`config.mk`:
```
export PLATFORM = sky130hd
export DESIGN_NAME = sram_arbiter
export DESIGN_NICKNAME = d
export VERILOG_FILES = /design/src/rtl/sram_arbiter.sv
export SDC_FILE = /design/constraint.sdc
export NUM_CORES = 1
export LEC_CHECK = 0
export BUFFER_PORTS_ARGS = -buffer_cell sky130_fd_sc_hd__buf_4
export CAP_MARGIN = 10
export CORE_MARGIN = 10
export CORE_UTILIZATION = 42
export CTS_CLUSTER_DIAMETER = 100
export DETAILED_ROUTE_END_ITERATION = 10
export PLACE_DENSITY = 0.77
export SYNTH_ARGS = -nofsm -noshare
export SYNTH_HDL_FRONTEND = slang
export SYNTH_SLANG_ARGS = --single-unit
```
`constraint.sdc`:
```
create_clock -name i_clk -period 1.8 [get_ports i_clk]
set_input_delay 0.36 -clock i_clk [delete_from_list [all_inputs] [get_ports i_clk]]
set_output_delay 0.36 -clock i_clk [all_outputs]
set_load 0.02 [all_outputs]
```
`src/rtl/sram_arbiter.sv`:
```
// N_REQ-way arbiter sharing one single-port synchronous sram: round-robin grant, registered command stage, tagged read return.
// Define SRAM_ARB_FIXED_PRIO_EN for fixed priority (lowest index wins, no rotation pointer).
module sram_arbiter #(
    parameter int ADDR_WIDTH = 8,
    parameter int DATA_WIDTH = 6,
    parameter int N_REQ      = 2
) (
    input  logic                        i_clk,
    input  logic                        i_rst_n,
    input  logic [N_REQ-1:0]            i_req,
    input  logic [N_REQ-1:0]            i_we,
    input  logic [N_REQ*ADDR_WIDTH-1:0] i_addr,
    input  logic [N_REQ*DATA_WIDTH-1:0] i_wdata,
    output logic [N_REQ-1:0]            o_ack,
    output logic [N_REQ-1:0]            o_rvalid,
    output logic [DATA_WIDTH-1:0]       o_rdata,
    output logic [ADDR_WIDTH-1:0]       o_mem_addr,
    output logic                        o_mem_write,
    output logic [DATA_WIDTH-1:0]       o_mem_wdata,
    input  logic [DATA_WIDTH-1:0]       i_mem_rdata
);
    localparam int IDW    = $clog2(N_REQ);
    localparam int STAGES = 2;

    // Packed views share the flat bus layout, so lane k is slice k directly.
    logic [N_REQ-1:0][ADDR_WIDTH-1:0] addr_lane;
    logic [N_REQ-1:0][DATA_WIDTH-1:0] wdata_lane;
    assign addr_lane  = i_addr;
    assign wdata_lane = i_wdata;

    logic [N_REQ-1:0]            grant;
    logic [IDW-1:0]              win;
    logic                        accept;
    logic [STAGES-1:0]           vld_pipe;
    logic [STAGES-1:0][IDW-1:0]  id_pipe;

`ifdef SRAM_ARB_FIXED_PRIO_EN
    always_comb begin
        grant  = '0;
        win    = '0;
        accept = 1'b0;
        for (int i = N_REQ - 1; i >= 0; i--) begin
            if (i_req[i]) begin
                win    = IDW'(i);
                accept = 1'b1;
            end
        end
        if (!i_rst_n) accept = 1'b0;
        if (accept) grant[win] = 1'b1;
    end
`else
    logic [IDW-1:0] last;
    logic [IDW-1:0] idx;

    // Search starts one past the last winner and wraps once around.
    always_comb begin
        grant  = '0;
        win    = '0;
        idx    = '0;
        accept = 1'b0;
        for (int i = 1; i <= N_REQ; i++) begin
            idx = IDW'((int'(last) + i) % N_REQ);
            if (!accept && i_req[idx]) begin
                win    = idx;
                accept = 1'b1;
            end
        end
        if (!i_rst_n) accept = 1'b0;
        if (accept) grant[win] = 1'b1;
    end

    always_ff @(posedge i_clk or negedge i_rst_n) begin
        if (!i_rst_n)    last <= IDW'(N_REQ - 1);
        else if (accept) last <= win;
    end
`endif

    assign o_ack = grant;

    always_ff @(posedge i_clk or negedge i_rst_n) begin
        if (!i_rst_n) begin
            o_mem_write <= 1'b0;
            o_mem_addr  <= '0;
            o_mem_wdata <= '0;
            vld_pipe    <= '0;
            id_pipe     <= '0;
            o_rvalid    <= '0;
            o_rdata     <= '0;
        end else begin
            // Idle cycles leave addr/wdata in place; the sram just re-reads.
            o_mem_write <= accept & i_we[win];
            if (accept) begin
                o_mem_addr  <= addr_lane[win];
                o_mem_wdata <= wdata_lane[win];
            end
            vld_pipe <= {vld_pipe[0], accept & ~i_we[win]};
            id_pipe  <= {id_pipe[0], win};
            o_rvalid <= vld_pipe[STAGES-1] ? (N_REQ'(1) << id_pipe[STAGES-1]) : '0;
            if (vld_pipe[STAGES-1]) o_rdata <= i_mem_rdata;
        end
    end
endmodule

```
## Yosys cells after proc, flatten, opt, wreduce, memory -nomap -nowiden

Cells that the tools add are included.

| operators by class | value |
|---|---|
| multiplexer cells | 19 |
| shift-type cells | 1 |
| bitwise gates (word level) | 3 |
| order comparisons | 4 |
| $add $sub $neg | 2 |
| reduce and logical (&&, ||, !) cells | 3 |

Operators with widths:

| kind | number |
|---|---|
| 8-bit two-way mux | 2 |
| 1-bit two-way mux | 12 |
| 6-bit two-way mux | 2 |
| 1-bit by 2-bit < comparator with 1-bit output, second input constant | 3 |
| 2-bit two-way mux | 2 |
| 1-bit adder, second input constant | 2 |
| 1-bit AND | 2 |
| 1-bit logical AND | 2 |
| 1-bit by 1-bit left shift with 2-bit output, first input constant | 1 |
| 1-bit demux with 1-bit select | 1 |
| 1-bit greater-or-equal comparator, second input constant | 1 |
| 1-bit logical NOT | 1 |
| 1-bit NOT | 1 |

| storage, ports and cells | value |
|---|---|
| logic and storage cells | 41 |
| register bits after elaboration | 28 |
| output and inout bits | 25 |
| input bits | 40 |

## Depth between registers and ports, before layout

Gate-level depths: netlist of the first run.

| depth | value |
|---|---|
| word-level depth | 12 |
| depth in mapped cells | 5 |
| depth with buffers taken out | 3 |

## Worst setup path before layout of the first run

Ideal clock, no wire load.

| timing | value |
|---|---|
| kind | register to output |
| from | reg last |
| to | out o_ack[0] |
| path buffers | 1 |
| required time | 1.440 ns |
| path slack | 0.290 ns |
| data arrival time | 1.150 ns |
| stages on the path, launching flop included | 4 |
| cell sequence | dfstp_2 > inv_1 > a21oi_1 > buf_2 |

| between the ends | value |
|---|---|
| longest elaborated chain between the ends | 12 |
| elaborated cells between the ends (all ways) | 19 |
| those cells by class | add/sub (2); order compare (2); mux (12); reduce/logical (3) |

Ends and longest elaborated chain:

| item | line | source |
|---|---|---|
| start: declaration | 52 | `logic [IDW-1:0] last;` |
| start signal: assignment | 73 | `if (!i_rst_n) last <= IDW'(N_REQ - 1);` |
| start signal: assignment | 74 | `else if (accept) last <= win;` |
| 1-bit adder | 62 | `idx = IDW'((int'(last) + i) % N_REQ);` |
| 1-bit two-way mux (not written as such) (2 in a row) | 63 | `if (!accept && i_req[idx]) begin` |
| 1-bit two-way mux | 63 |  |
| 1-bit logical NOT | 63 |  |
| 1-bit logical AND | 63 |  |
| 1-bit two-way mux | 63 |  |
| 1-bit by 2-bit < comparator with 1-bit output (not written as such) / 1-bit greater-or-equal comparator (equally long branches) | 69 | `if (accept) grant[win] = 1'b1;` |
| 1-bit logical AND (not written as such) | 69 |  |
| 1-bit two-way mux (not written as such) | 69 |  |
| 1-bit demux with 1-bit select | 69 |  |
| 2-bit two-way mux (*) | 69 |  |
| end: declaration | 14 | `output logic [N_REQ-1:0] o_ack,` |

Every way passes the cells marked *; elsewhere a longest branch is shown, timed or not. The select of a mux whose other input is x is not followed.

## Final worst setup path of the first run

Ends and elaborated chain as after synthesis.

==> results.sh, run 1 <==
export IMPL_antenna_found_initial=0
export IMPL_core_um2=2500
export IMPL_cts_tree="done"
export IMPL_clk_pin_slew_ps=140
export IMPL_yosysTopAreaCell="dfrtp_1"
export IMPL_synth_seq_cells=28
export IMPL_internal_power_mw=1.10
export IMPL_syn_avg_cell_area_um2=14.0
export IMPL_met2_usage_pct=20.4
export IMPL_dp_slack_ps=3.12
export IMPL_end_kind="output pin"
export IMPL_rsz0062_at_grt="false"
export IMPL_synth_xor_area_share_pct=0
export IMPL_synthTopCellsByArea="dfrtp_1 (61%), a221o_1 (13%), and2_1 (9.0%)"
export IMPL_clock_power_share_pct=19.4
export IMPL_cts_buffers=3
export IMPL_drc_errors=0
export IMPL_busiest_layer="met2"
export IMPL_synthCells=79
export IMPL_finalSetupViolCount=0
export IMPL_postLayoutSetupSlackWorst_ps=82.1
export IMPL_critical_path_class="reg -> out"
export IMPL_overflow=0
export IMPL_initial_utilization_pct=44.3
export IMPL_grt_pass1_wl_um=5450
export IMPL_fin_skew_ps=1.62
export IMPL_final_cell_mix="buf_4 (71), dfrtp_1 (27), and2_1 (15)"
export IMPL_synth_compound_area_share_pct=15.3
export IMPL_vias=932
export IMPL_synth_top_area_share_pct=61.0
export IMPL_num_antenna_cells=0
export IMPL_final_cells=182
export IMPL_drt_initial_drc_count=17
export IMPL_status="finished, final reports clean"
export IMPL_ant_nets=0
export IMPL_ys_seq_area_share_pct=63.4
export IMPL_hold_viol_final=0
export IMPL_cts_htree_levels=1
export IMPL_min_path_type="in -> async"
export IMPL_synth_mux_area_share_pct=7.01
export IMPL_viasPerCell=5.12
export IMPL_ys_warn_count=0
export IMPL_dp_cells=172
export IMPL_syn_area_um2=1110
export IMPL_worstSkewPairLatency_ps=330
export IMPL_dp_hpwl_um=2580
export IMPL_p_switching_mw=0.457
export IMPL_die_h_um=71.3
export IMPL_combPwrFrac_pct=31.1
export IMPL_ir_drop_uv=677
export IMPL_fmax_ghz=0.582
export IMPL_use_met1_pct=15.2
export IMPL_worstMarginPinSlew_ps=936
export IMPL_drive_above_1_share_pct=55.3
export IMPL_synth_top_family_by_area="compound AO/OA/AOI/OAI gates"
export IMPL_p_seq_share_pct=49.5
export IMPL_grt_max_degree=18
export IMPL_arrival_ps=1360
export IMPL_synthSimpleGateAreaFrac_pct=10.8
export IMPL_use_met3_pct=6.75
export IMPL_dieArea_um2=5090
export IMPL_period_needed_ps=1720
export IMPL_p_leak_nw=0.872
export IMPL_critPathMaxFanout=3
export IMPL_rows=18
export IMPL_track_usage_pct=13.1
export IMPL_drt_pass1_iter_count=4
export IMPL_synth_cell_types=17
export IMPL_num_io_pins=65
export IMPL_die_x_um=71.3
export IMPL_grt_pass1_vias=1053
export IMPL_clk_path_buf_depth=2
export IMPL_postLayoutCoreUtil_pct=68.5
export IMPL_slew_headroom_pct=37.2
export IMPL_crit_required_ps=1440
export IMPL_synth_fp_nets=119
export IMPL_p_sw_share_pct=29.4
export IMPL_finalPower_mw=1.56
export IMPL_final_nets=193
export IMPL_avgRoutedWirePerCell_um=18.3
export IMPL_synth_adder_area_share_pct=0
export IMPL_fin_tns_setup_ps=0
export IMPL_syn_to_final_growth_pct=54.6
export IMPL_final_common_cell="buf_4"
export IMPL_finalWirelength_um=3330
export IMPL_gp_congestion=0.701
export IMPL_cts_root_buf="clkbuf_4"
export IMPL_timing_max_cap_violations=0
export IMPL_period_share_pct=95.4
export IMPL_slew_violations=0
export IMPL_cp_start_kind="flip-flop"
export IMPL_power_density_nw_per_um2=908
export IMPL_io_buffers=64
export IMPL_cts_sinks=28
[Yosys cell counts (all sizes together)]
library cell,instances
a21o,1
buf,3
nor2b,2
a221o,14
nor2,1
dfstp,1
dfrtp,27
a21boi,1
and2,16
o21ai,1
a21oi,1
mux2i,1
mux2,6
inv,1
clkbuf,2
nand2,1
[power groups by stage]
| stage | Clock (mW) | Sequential [mW] | Combinational (mW) |
|---|---|---|---|
| after floorplan | 0 | 0.872 | 0.133 |
| after global placement | 0 | 0.777 | 0.467 |
| after detailed placement | 0 | 0.781 | 0.478 |
| after CTS | 0.310 | 0.770 | 0.486 |
| after global routing | 0.334 | 0.783 | 0.521 |
| final | 0.302 | 0.769 | 0.484 |
[area by class of cell]
class / count / area, µm²
Clock buffer: 4 / 36.3
Fill cell: 186 / 788
Inverter: 1 / 3.75
Multi-Input combinational cell: 45 / 369
Sequential cell: 28 / 702
Tap cell: 30 / 37.5
Timing Repair Buffer: 74 / 563
[critical path, cell delays in order (launching register included)]
cell,delay (ps)
dfstp_2,590
inv_1,40
a21oi_1,210
buf_4,190
[per-layer routing]
layer,vias up,part of all wire (%)
met2,49,48
li1,431,-
met1,447,38
met5,-,0
met4,0,1.1
met3,5,13
[through the flow]
stage          hold WS (ps)  cell area (µm²)
2_1_floorplan          64.4             1110
5_1_grt                66.5             1710
3_5_place_dp            307             1620
3_3_place_gp            298             1620
4_1_cts                75.5             1690
6_report               80.3             1710
[flip-flops by register name, summed over array words and instances (netlist names)]
signal       count
o_rvalid         2
o_mem_wdata      6
o_rdata          6
o_mem_write      1
o_mem_addr       8
last             1
vld_pipe         2
id_pipe          2
[repair_timing]
item / in CTS / in global routing
pin swaps: 0 / 1
hold buffers: 3 / 0
setup endpoints to repair: 1 / 1
buffers inserted: 0 / 3
endpoints found under the hold margin: 27 / 0
resized for setup: 2 / 0
[logic make-up (layout without fill, tap and decap cells)]
kind of cell,count (synthesis),in the layout
compound gates,18,18
buf+inv,6,79
flops,28,28
mux,7,7
simple gates,20,20
[final timing paths]
kind                             start             end  slack [ps]  cells past startpoint
max                               last        o_ack[0]          80                      3
min                            i_rst_n            last          80                      2
max reg2reg                       last  o_mem_wdata[3]         390                      4
min reg2reg                vld_pipe[0]     vld_pipe[1]         370                      0
max in group asynchronous      i_rst_n  o_mem_wdata[4]         880                      3
min in group i_clk            i_req[0]      id_pipe[0]         230                      2
(Power assumes the default switching activity.)
==> run 2: changes to the inputs <==
==> config.mk (replaced) <==
export PLATFORM = sky130hd
export DESIGN_NAME = sram_arbiter
export DESIGN_NICKNAME = d
export VERILOG_FILES = /design/src/rtl/sram_arbiter.sv
export SDC_FILE = /design/constraint.sdc
export NUM_CORES = 1
export LEC_CHECK = 0
export CAP_MARGIN = 10
export CORE_MARGIN = 10
export CORE_UTILIZATION = 50
export CTS_CLUSTER_DIAMETER = 100
export DETAILED_ROUTE_END_ITERATION = 10
export DONT_BUFFER_PORTS = 1
export PLACE_DENSITY = 0.64
export SYNTH_ARGS = -nofsm -noshare
export SYNTH_HDL_FRONTEND = slang
export SYNTH_SLANG_ARGS = --single-unit
==> run 2 against run 1 <==
Effect of this change:
- first-iteration DRC count increased by 12%
- sequential power increased by 15%
- critical path depth unchanged
- utilization decreased by 8.4 points
- wire length decreased by 21%
- non-clock buffer count decreased by 68
- setup slack improved by 6.6 ps
- flip-flop and latch count unchanged
- count of clock-buffer cells in the layout decreased by 1
- design area decreased by 28%
- register-to-register slack improved by 80 ps
- power decreased by 6.6%
- largest power group unchanged
==> results.sh, run 2 (same netlist as run 1, synthesis figures left out) <==
export IMPL_period_needed_ps=1710
export IMPL_worstSetupStartpoint="last"
export IMPL_crit_chain="inv_1 -> a21oi_2 -> buf_6"
export IMPL_place_area_um2=1130
export IMPL_fin_tns_setup_ps=0
export IMPL_grt_max_degree=29
export IMPL_rsz0062_at_grt="false"
export IMPL_p_leak_nw=0.553
export IMPL_combPwrFrac_pct=11.6
export IMPL_critical_path_class="reg -> out"
export IMPL_end_kind="output pin"
export IMPL_drc_errors=0
export IMPL_num_antenna_cells=0
export IMPL_final_cell_mix="dfrtp_1 (27), and2_1 (15), a221o_1 (14)"
export IMPL_hold_viol_final=0
export IMPL_grt_pass1_wl_um=4060
export IMPL_slew_headroom_pct=76.0
export IMPL_cp_start_kind="flip-flop"
export IMPL_clk_pin_slew_ps=150
export IMPL_final_nets=125
export IMPL_track_usage_pct=11.8
export IMPL_internal_power_mw=1.04
export IMPL_p_seq_share_pct=60.9
export IMPL_p_sw_share_pct=28.2
export IMPL_die_h_um=67.1
export IMPL_cts_root_buf="clkbuf_4"
export IMPL_ant_nets=0
export IMPL_viasPerCell=5.95
export IMPL_vias=660
export IMPL_final_cell_area_um2=1230
export IMPL_r2r_start="last"
export IMPL_antenna_found_initial=0
export IMPL_min_path_type="in -> reg"
export IMPL_critPathTopFamily="flip-flops"
export IMPL_cts_sinks=28
export IMPL_final_common_cell="dfrtp_1"
export IMPL_drt_initial_drc_count=19
export IMPL_final_cells=111
export IMPL_dieArea_um2=4500
export IMPL_p_switching_mw=0.410
export IMPL_dp_cells=104
export IMPL_slowest_delay_ps=590
export IMPL_overflow=0
export IMPL_dp_hpwl_um=1940
export IMPL_largest_reg_flops=8
export IMPL_period_share_pct=95.1
export IMPL_power_density_nw_per_um2=1180
export IMPL_drt_pass1_iter_count=4
export IMPL_regMostFlops="o_mem_addr"
export IMPL_die_x_um=67.1
export IMPL_cts_tree="done"
export IMPL_post_cts_buffers=0
export IMPL_slew_violations=0
export IMPL_clock_power_share_pct=27.6
export IMPL_finalWirelength_um=2610
export IMPL_io_buffers=0
export IMPL_avgRoutedWirePerCell_um=23.5
export IMPL_fin_skew_ps=15.0
export IMPL_fillers=182
export IMPL_worstMarginPinSlew_ps=358
export IMPL_critical_path_slowest_cell="dfstp_2"
export IMPL_crit_required_ps=1440
export IMPL_path_buf_inv=2
export IMPL_initial_utilization_pct=54.2
export IMPL_critPathMaxFanout=5
export IMPL_finalSetupViolCount=0
export IMPL_syn_to_final_growth_pct=10.7
export IMPL_arrival_ps=1350
export IMPL_clk_path_buf_depth=2
export IMPL_worstSkewPairLatency_ps=320
export IMPL_core_um2=2040
export IMPL_status="finished, final reports clean"
export IMPL_cts_buffers=3
export IMPL_drive_above_1_share_pct=22.6
export IMPL_gp_congestion=0.595
export IMPL_num_io_pins=65
export IMPL_rows=16
export IMPL_ir_drop_uv=632
export IMPL_hp_start="i_req[0]"
export IMPL_largest_registers="o_mem_addr x8, o_mem_wdata x6, o_rdata x6"
export IMPL_fmax_ghz=0.584
export IMPL_timing_max_cap_violations=0
export IMPL_grt_pass1_vias=777
export IMPL_cts_htree_levels=1
## run 2: cell count changes in the layout (fill, tap and decap cells not counted), sizes merged
cell and delta:
buf -66, bufinv +1, clkbuf -1, dlygate4sd3 -2
## run 2: power by group through the flow
stage / registers, mW / logic (mW) / clock network, mW
floorplan: 0.872 / 0.133 / 0
global placement: 0.899 / 0.139 / 0
detailed placement: 0.900 / 0.148 / 0
CTS: 0.889 / 0.166 / 0.409
global route: 0.899 / 0.188 / 0.447
finish: 0.884 / 0.168 / 0.400
## run 2: routing by layer
metal / vias to the layer above / GRT usage [%] / wire length, µm
met1: 327 / 13.3 / 990
met5: - / 0 / 0
met4: 0 / 3.85 / 19
li1: 296 / - / -
met2: 35 / 19.8 / 1360
met3: 2 / 4.68 / 242
## run 2: final cells by class
type	instances	area [µm²]	area share (%)
clock buffers	3	22.5	1.84
multi-input cells	45	373	30.4
well taps	27	33.8	2.76
inverters	1	3.75	0.306
repair buffers	6	61.3	5.00
clock inverters	1	30.0	2.45
flip-flops and latches	28	702	57.2
## run 2: worst reg2reg max path: cells and delay by family, from the launching register on
family / cells / cell delay (ps)
flops: 1 / 590
simple gates: 1 / 240
compound gates: 2 / 400
## run 2: worst paths after layout
kind / to / slack, ps / cells after the start
worst max-delay path: o_ack[0] / 90 / 3
worst min-delay path: id_pipe[0] / 130 / 1
worst max register to register: o_mem_addr[7] / 470 / 3
worst min register to register: vld_pipe[1] / 370 / 0
max in group asynchronous: last / 1130 / 2
min in group asynchronous: vld_pipe[1] / 450 / 2
## run 2: stage by stage
step                hold slack, ps  util (%)  setup slack (ps)  power (mW)
CTS                            113      59.4              48.0        1.46
detailed placement            65.3      55.3               226        1.05
floorplan                     64.4         -               290        1.01
global route                   107      60.0              3.43        1.53
global placement              65.3      55.3               277        1.04
finish                         130      60.0              88.7        1.45
## run 2: timing repair
item / 4_1_cts / 5_1_grt
setup endpoints to repair: 1 / 2
resized for setup: 1 / 3
endpoints found under the hold margin: 28 / 0
gates cloned: 0 / 1
hold buffers: 2 / 0
